==> src/rtl/fmap_stream_sequencer.sv <==
// fmap_stream_sequencer
//   Streams feature-map pixels from the per-channel input FIFO bank into the
//   first conv stage. Each beat pops every channel FIFO in lockstep and tags
//   the beat with row/frame/flush markers. Once NUM_IMG real frames have been
//   sent, zero-valued flush frames can follow to drain downstream line buffers.
//
//   Optional feature macro: FMAP_SEQ_FLUSH_FRAMES_EN
//     defined   -> FLUSH_IMG zero frames follow the real frames (out_flush=1)
//     undefined -> the run ends after the real frames, out_flush tied 0
//
// Ports
//   clk, resetn      clock, asynchronous active-low reset
//   start            run request (only honoured in IDLE)
//   fifo_empty       OR of all channel FIFO empties (show-ahead FIFOs)
//   fifo_data        channel pixels, channel 0 in the LSBs
//   fifo_rdreq       pop all channel FIFOs (combinational)
//   out_data         registered beat data
//   out_valid        beat valid
//   out_ready        downstream accept
//   out_eol/out_eof  beat is last pixel of a row / of a frame
//   out_flush        beat belongs to a flush frame
//   out_img          frame index of the beat
//   busy             sequencer is not idle
//   done             one-cycle pulse when the final beat leaves (combinational)
module fmap_stream_sequencer #(
  parameter int unsigned DWIDTH    = 32,
  parameter int unsigned NUM_CH    = 8,
  parameter int unsigned WIDTH     = 56,
  parameter int unsigned HEIGHT    = 56,
  parameter int unsigned NUM_IMG   = 1,
  parameter int unsigned FLUSH_IMG = 5
) (
  input  logic                     clk,
  input  logic                     resetn,
  input  logic                     start,
  input  logic                     fifo_empty,
  input  logic [NUM_CH*DWIDTH-1:0] fifo_data,
  output logic                     fifo_rdreq,
  output logic [NUM_CH*DWIDTH-1:0] out_data,
  output logic                     out_valid,
  input  logic                     out_ready,
  output logic                     out_eol,
  output logic                     out_eof,
  output logic                     out_flush,
  output logic [9:0]               out_img,
  output logic                     busy,
  output logic                     done
);

  localparam int unsigned BUS_W = NUM_CH * DWIDTH;
  localparam int unsigned COL_W = (WIDTH  > 1) ? $clog2(WIDTH)  : 1;
  localparam int unsigned ROW_W = (HEIGHT > 1) ? $clog2(HEIGHT) : 1;
  localparam int unsigned IMG_W = 10;
`ifdef FMAP_SEQ_FLUSH_FRAMES_EN
  localparam int unsigned RUN_IMG = NUM_IMG + FLUSH_IMG;
`else
  localparam int unsigned RUN_IMG = NUM_IMG;
`endif

  localparam logic [COL_W-1:0] COL_LAST      = COL_W'(WIDTH - 1);
  localparam logic [ROW_W-1:0] ROW_LAST      = ROW_W'(HEIGHT - 1);
  localparam logic [IMG_W-1:0] IMG_LAST_REAL = IMG_W'(NUM_IMG - 1);
  localparam logic [IMG_W-1:0] IMG_LAST_RUN  = IMG_W'(RUN_IMG - 1);

  // Reject frame counts that cannot be represented on out_img.
  if ((NUM_IMG < 1) || (NUM_IMG + FLUSH_IMG > 1023)) begin : g_cfg_err
    $error("fmap_stream_sequencer: frame counts out of range");
  end

  typedef enum logic [1:0] {IDLE, STREAM, FLUSH, DRAIN} state_t;

  state_t           state, state_nxt;
  logic [COL_W-1:0] col;
  logic [ROW_W-1:0] row;
  logic [IMG_W-1:0] img;

  logic can_load;
  logic load_data;
  logic load_zero;
  logic load;
  logic clr_cnt;
  logic beat_eol;
  logic beat_eof;

  assign can_load = !out_valid || out_ready;
  assign beat_eol = (col == COL_LAST);
  assign beat_eof = beat_eol && (row == ROW_LAST);
  assign load     = load_data || load_zero;
  assign busy     = (state != IDLE);

  // State register.
  always_ff @(posedge clk or negedge resetn) begin
    if (!resetn) state <= IDLE;
    else         state <= state_nxt;
  end

  // Next-state, FIFO pop and load strobes.
  always_comb begin
    state_nxt  = state;
    fifo_rdreq = 1'b0;
    load_data  = 1'b0;
    load_zero  = 1'b0;
    clr_cnt    = 1'b0;
    done       = 1'b0;
    case (state)
      IDLE: begin
        if (start) begin
          state_nxt = STREAM;
          clr_cnt   = 1'b1;
        end
      end
      STREAM: begin
        fifo_rdreq = !fifo_empty && can_load;
        load_data  = !fifo_empty && can_load;
        if (load_data && beat_eof && (img == IMG_LAST_REAL)) begin
`ifdef FMAP_SEQ_FLUSH_FRAMES_EN
          state_nxt = FLUSH;
`else
          state_nxt = DRAIN;
`endif
        end
      end
`ifdef FMAP_SEQ_FLUSH_FRAMES_EN
      FLUSH: begin
        load_zero = can_load;
        if (load_zero && beat_eof && (img == IMG_LAST_RUN)) state_nxt = DRAIN;
      end
`endif
      DRAIN: begin
        // Final beat already gone or leaving this cycle.
        if (!out_valid || out_ready) begin
          state_nxt = IDLE;
          done      = 1'b1;
        end
      end
      default: state_nxt = IDLE;
    endcase
  end

  // Pixel position counters; advance with every loaded beat.
  always_ff @(posedge clk or negedge resetn) begin
    if (!resetn) begin
      col <= '0;
      row <= '0;
      img <= '0;
    end else if (clr_cnt) begin
      col <= '0;
      row <= '0;
      img <= '0;
    end else if (load) begin
      if (beat_eol) begin
        col <= '0;
        if (beat_eof) begin
          row <= '0;
          img <= img + IMG_W'(1);
        end else begin
          row <= row + ROW_W'(1);
        end
      end else begin
        col <= col + COL_W'(1);
      end
    end
  end

  // Output beat register; holds while stalled, a load replaces an accepted beat.
  always_ff @(posedge clk or negedge resetn) begin
    if (!resetn) begin
      out_data  <= '0;
      out_valid <= 1'b0;
      out_eol   <= 1'b0;
      out_eof   <= 1'b0;
      out_img   <= '0;
    end else if (load) begin
      out_data  <= load_data ? fifo_data : BUS_W'(0);
      out_valid <= 1'b1;
      out_eol   <= beat_eol;
      out_eof   <= beat_eof;
      out_img   <= img;
    end else if (out_ready) begin
      out_valid <= 1'b0;
    end
  end

`ifdef FMAP_SEQ_FLUSH_FRAMES_EN
  always_ff @(posedge clk or negedge resetn) begin
    if (!resetn)   out_flush <= 1'b0;
    else if (load) out_flush <= load_zero;
  end
`else
  assign out_flush = 1'b0;
`endif

endmodule

==> config.mk <==
export PLATFORM = sky130hd
export DESIGN_NAME = fmap_stream_sequencer
export DESIGN_NICKNAME = d
export VERILOG_FILES = /design/src/rtl/fmap_stream_sequencer.sv
export SDC_FILE = /design/constraint.sdc
export NUM_CORES = 1
export LEC_CHECK = 0
export ABC_AREA = 1
export CORE_AREA = 2 2 208 210
export CTS_CLUSTER_SIZE = 24
export DETAILED_ROUTE_END_ITERATION = 6
export DIE_AREA = 0 0 210 212
export PLACE_DENSITY = 0.63
export SYNTH_ARGS = -nofsm -noshare
export SYNTH_HDL_FRONTEND = slang
export SYNTH_SLANG_ARGS = --single-unit
==> constraint.sdc <==
create_clock -name clk -period 2 [get_ports clk]
set_input_delay 0.4 -clock clk [delete_from_list [all_inputs] [get_ports clk]]
set_output_delay 0.4 -clock clk [all_outputs]
set_load 0.02 [all_outputs]
## After elaboration in Yosys (flattened, before gate mapping)

Index checks and enable logic that the tools add are counted.

- Add/sub/neg operators: 3
- Equal/unequal tests: 7
- Muxes and demuxes: 22
- Reductions and logical operators: 17

Operators with widths:

| operator | count |
|---|---|
| $mux W6 | 7 |
| $mux W10 | 4 |
| $add A6 B1 Y6 const B | 2 |
| $eq A6 B6 Y1 const B | 2 |
| $add A10 B1 Y10 const B | 1 |
| $logic_not A10 Y1 | 1 |
| $reduce_bool A2 Y1 | 5 |
| $mux W1 | 7 |
| $mux W2 | 3 |
| $ne A2 B2 Y1 const B | 3 |
| $pmux W2 S3 | 1 |
| $reduce_and A3 Y1 | 2 |
| $logic_and A1 B1 Y1 | 4 |
| $eq A2 B1 Y1 const B | 1 |
| $eq A2 B2 Y1 const B | 1 |
| $logic_not A1 Y1 | 2 |
| $logic_not A2 Y1 | 1 |
| $reduce_and A2 Y1 | 1 |
| $logic_or A1 B1 Y1 | 1 |

- Flip-flop bits (word level): 293
- Input port bits: 261
- Output and inout port bits: 273
- Word-level logic and storage cells: 58

## Depth between registers and ports, before layout

- Depth after elaboration: 7
- Gate-level depth with buffers: 9
- Depth with buffers taken out: 9

## Least setup slack after synthesis

No wires, ideal clock.

- Path type: register to output
- Start point: register out_valid
- End point: output fifo_rdreq
- Arrival: 1094 ps
- Required time: 1600 ps
- Path slack: 506 ps
- Cell stages (with the launch flop): 5
- Buffers on the path: 1
- Path through: dfrtp_1 nand2_2 nand2_1 nor2_4 buf_2

- Cells in the longest elaborated chain, start to end: 4

RTL lines:

| item | RTL line | text |
|---|---|---|
| start: declaration | 40 | `output logic out_valid,` |
| start signal: assignment | 169 | `out_valid <= 1'b0;` |
| start signal: assignment | 175 | `out_valid <= 1'b1;` |
| start signal: assignment | 180 | `out_valid <= 1'b0;` |
| $logic_not A1 Y1 | 85 | `assign can_load = !out_valid \|\| out_ready;` |
| $logic_or A1 B1 Y1 | 85 |  |
| $logic_and A1 B1 Y1 | 113 | `fifo_rdreq = !fifo_empty && can_load;` |
| $mux W1 | 105 | `case (state)` |
| end: declaration | 38 | `output logic fifo_rdreq,` |

Every way passes these cells.

## Worst setup path after layout

- Start point: register out_data[45]
- End point: output out_data[45]

RTL lines:

| item | RTL line | text |
|---|---|---|
| start: declaration | 39 | `output logic [NUM_CH*DWIDTH-1:0] out_data,` |
| start signal: assignment | 174 | `out_data <= load_data ? fifo_data : BUS_W'(0);` |

No word-level cell between the ends.

==> impl_metrics.yaml <==
outcome:
  outcome: "finished, final reports clean"
route:
  vias_per_cell: 4.32
  drtIter0Drc: 577
  wl_mm: 37.5
  ant_nets: 0
  via_count: 10600
  first_pass_iters: 4
  wire_per_inst_um: 15.3
  drc: 0
pwr:
  p_total_mw: 17.7
  ir_drop_uv: 789
  p_leak_nw: 9.26
  p_per_area_nw_per_um2: 945
global_route:
  antenna_found_initial: 1
  grt_max_degree: 71
  grt_pass1_vias: 10700
  grt_overflow: 0
  grt_use_total_pct: 16.5
  grt_pass1_wl_mm: 58.3
sta:
  slew_viol_final: 0
  clock.fmax_ghz: 0.515
  setup_tns_ps: 0
  skew_ps: 12.4
  period_needed_ps: 1940
  rsz0062_at_grt: "false"
  finalHoldViolations: 0
  fin_crit_sh_pct: 97.0
  setup_viol: 0
critical_path:
  worst-path-stages: 1
  crit_family: "buffers and inverters"
  crit_required_ps: 1600
  crit_fanout: 2
  cp_slowest_cell: "clkdlybuf4s50_1"
  rr_worst_depth: 8
  cp_data_arrival_time_ps: 1540
  cpPeakStageDelay_ps: 640
  crit_path_start_kind: "flop"
  path_class: "reg -> out"
  endpoint_kind: "primary output"
  critPathBufInv: 1
  crit_chain: "clkdlybuf4s50_1"
yosys:
  ys_warn_count: 0
  syn-instance-count: 1328
  syn_area_um2: 11600
  yosys_register_bits: 293
  synth.net_count: 1593
  synth_top_area_share_pct: 63.3
  syn_area_per_cell_um2: 8.72
  ys_seq_area_share_pct: 63.3
  yosysTopAreaCell: "dfrtp_1"
  synthDistinctLibCells: 27
  synth_area_leaders: "dfrtp_1 (63%), nand2_1 (27%), buf_6 (1.2%)"
die:
  die_y_um: 212
  dieArea_um2: 44500
  core_um2: 42500
  io_pins: 534
  initial_core_util_pct: 27.2
  die_x_um: 210
  rows: 76
clocking:
  cts.sinks: 293
  cts_tree: "yes"
  htreeDepth: 2
  cts_setup_buffers: 0
  clkTransAtPathRegs_ps: 60
  cts_buffer_depth: 3
  cts_buffers: 34
  clk_latency_ps: 510
  cts_root_buf: "clkbuf_16"
placed_design:
  place_hpwl_mm: 27.8
  port-buffer-count: 532
  gp_congestion: 0.799
cells_and_area:
  fillers: 4130
  antennaDiodeCount: 0
  drive_above_1_share_pct: 6.00
  nets: 2145
  syn2layout_area_growth_pct: 62.1
job:
  max_cap_viol_count: 0
min_path:
  hold_class: "in -> async"
[stage by stage]
step	worst slack (ps)	std cells	hold WS (ps)	util, %	instance area [um^2]
finish	59.2	2447	386	44.1	18800
global route	2.37	2447	383	44.1	18800
CTS	1.44	2447	368	44.1	18800
detailed placement	-316	2389	350	41.7	17700
global placement	-329	2389	345	41.7	17700
floorplan	506	1328	104	-	11600
[state kept, by name (all words and copies together), names as in the netlist]
signal	flops
out_data	256
img	10
out_img	10
col	6
row	6
state	2
out_eof	1
out_eol	1
out_valid	1
[what timing repair did]
action,in CTS,in global routing
endpoints found under the setup margin,11,8
hold endpoints to repair,35,0
cloned,0,0
hold buffers,1,0
resized for setup,14,9
[cell usage after synthesis (all sizes together)]
library cell and instances:
buf 44, nor3 2, o21ai 24, a21oi 7, clkbuf 20, a21boi 1
ha 4, conb 1, nand3 24, xor2 3, inv 28, dfrtp 293
nand3b 3, nand4 5, xnor2 1, nand2 845, nor2 23
[cell families after synthesis]
group	Yosys count	share of synthesized area (%)
and+or+nand+nor	902	30.1
DFF	293	63.3
buffers and inverters	92	4.27
AOI/OAI and AO/OA	32	1.47
xor gates and xnor gates	4	0.303
adders and majority gates	4	0.432
other	1	0.0324
[final timing paths]
kind,slack (ps),start,end
max,60,out_data[45],out_data[45]
min,390,resetn,out_data[167]
max reg2reg,210,state[1],out_data[62]
min reg2reg,480,out_data[133],out_data[133]
max in group asynchronous,850,resetn,out_data[187]
min in group clk,410,fifo_data[128],out_data[128]
[power breakdown]
| part | leakage (nW) | internal [mW] | switching, mW |
|---|---|---|---|
| clock network | 0.516 | 3.43 | 2.43 |
| logic | 5.11 | 2.21 | 2.40 |
| registers | 3.63 | 6.76 | 0.509 |
| total | 9.26 | 12.4 | 5.34 |
[metal layers]
metal | routed length [um] | global-route usage [%] | vias to the layer above
li1 | - | - | 5120
met1 | 15600 | 20.2 | 4939
met2 | 17600 | 27.0 | 424
met3 | 3130 | 5.26 | 76
met4 | 1210 | 6.70 | 2
met5 | 10 | 0 | -
[cell type report]
cell class,instances,area (um^2),share of cell area (%)
flip-flops and latches,293,7330,39.1
well taps,546,683,3.64
multi-input cells,943,3760,20.0
clock inverters,8,51.3,0.273
inverters,28,105,0.560
repair buffers,580,5850,31.2
clock buffers,49,988,5.27
[layout by cell type (no fill, tap or decap), drive strengths merged, types with 5 or more instances in the layout]
master and instances:
dlygate4sd2 9, nand4 5, nand2 845, clkbuf 50
nand3 24, dlymetal6s2s 6, buf 49, a21oi 7
nor2 23, dfrtp 293, inv 29, clkdlybuf4s50 514
clkinv 7, o21ai 24
Power figures use the tool's default switching activity.
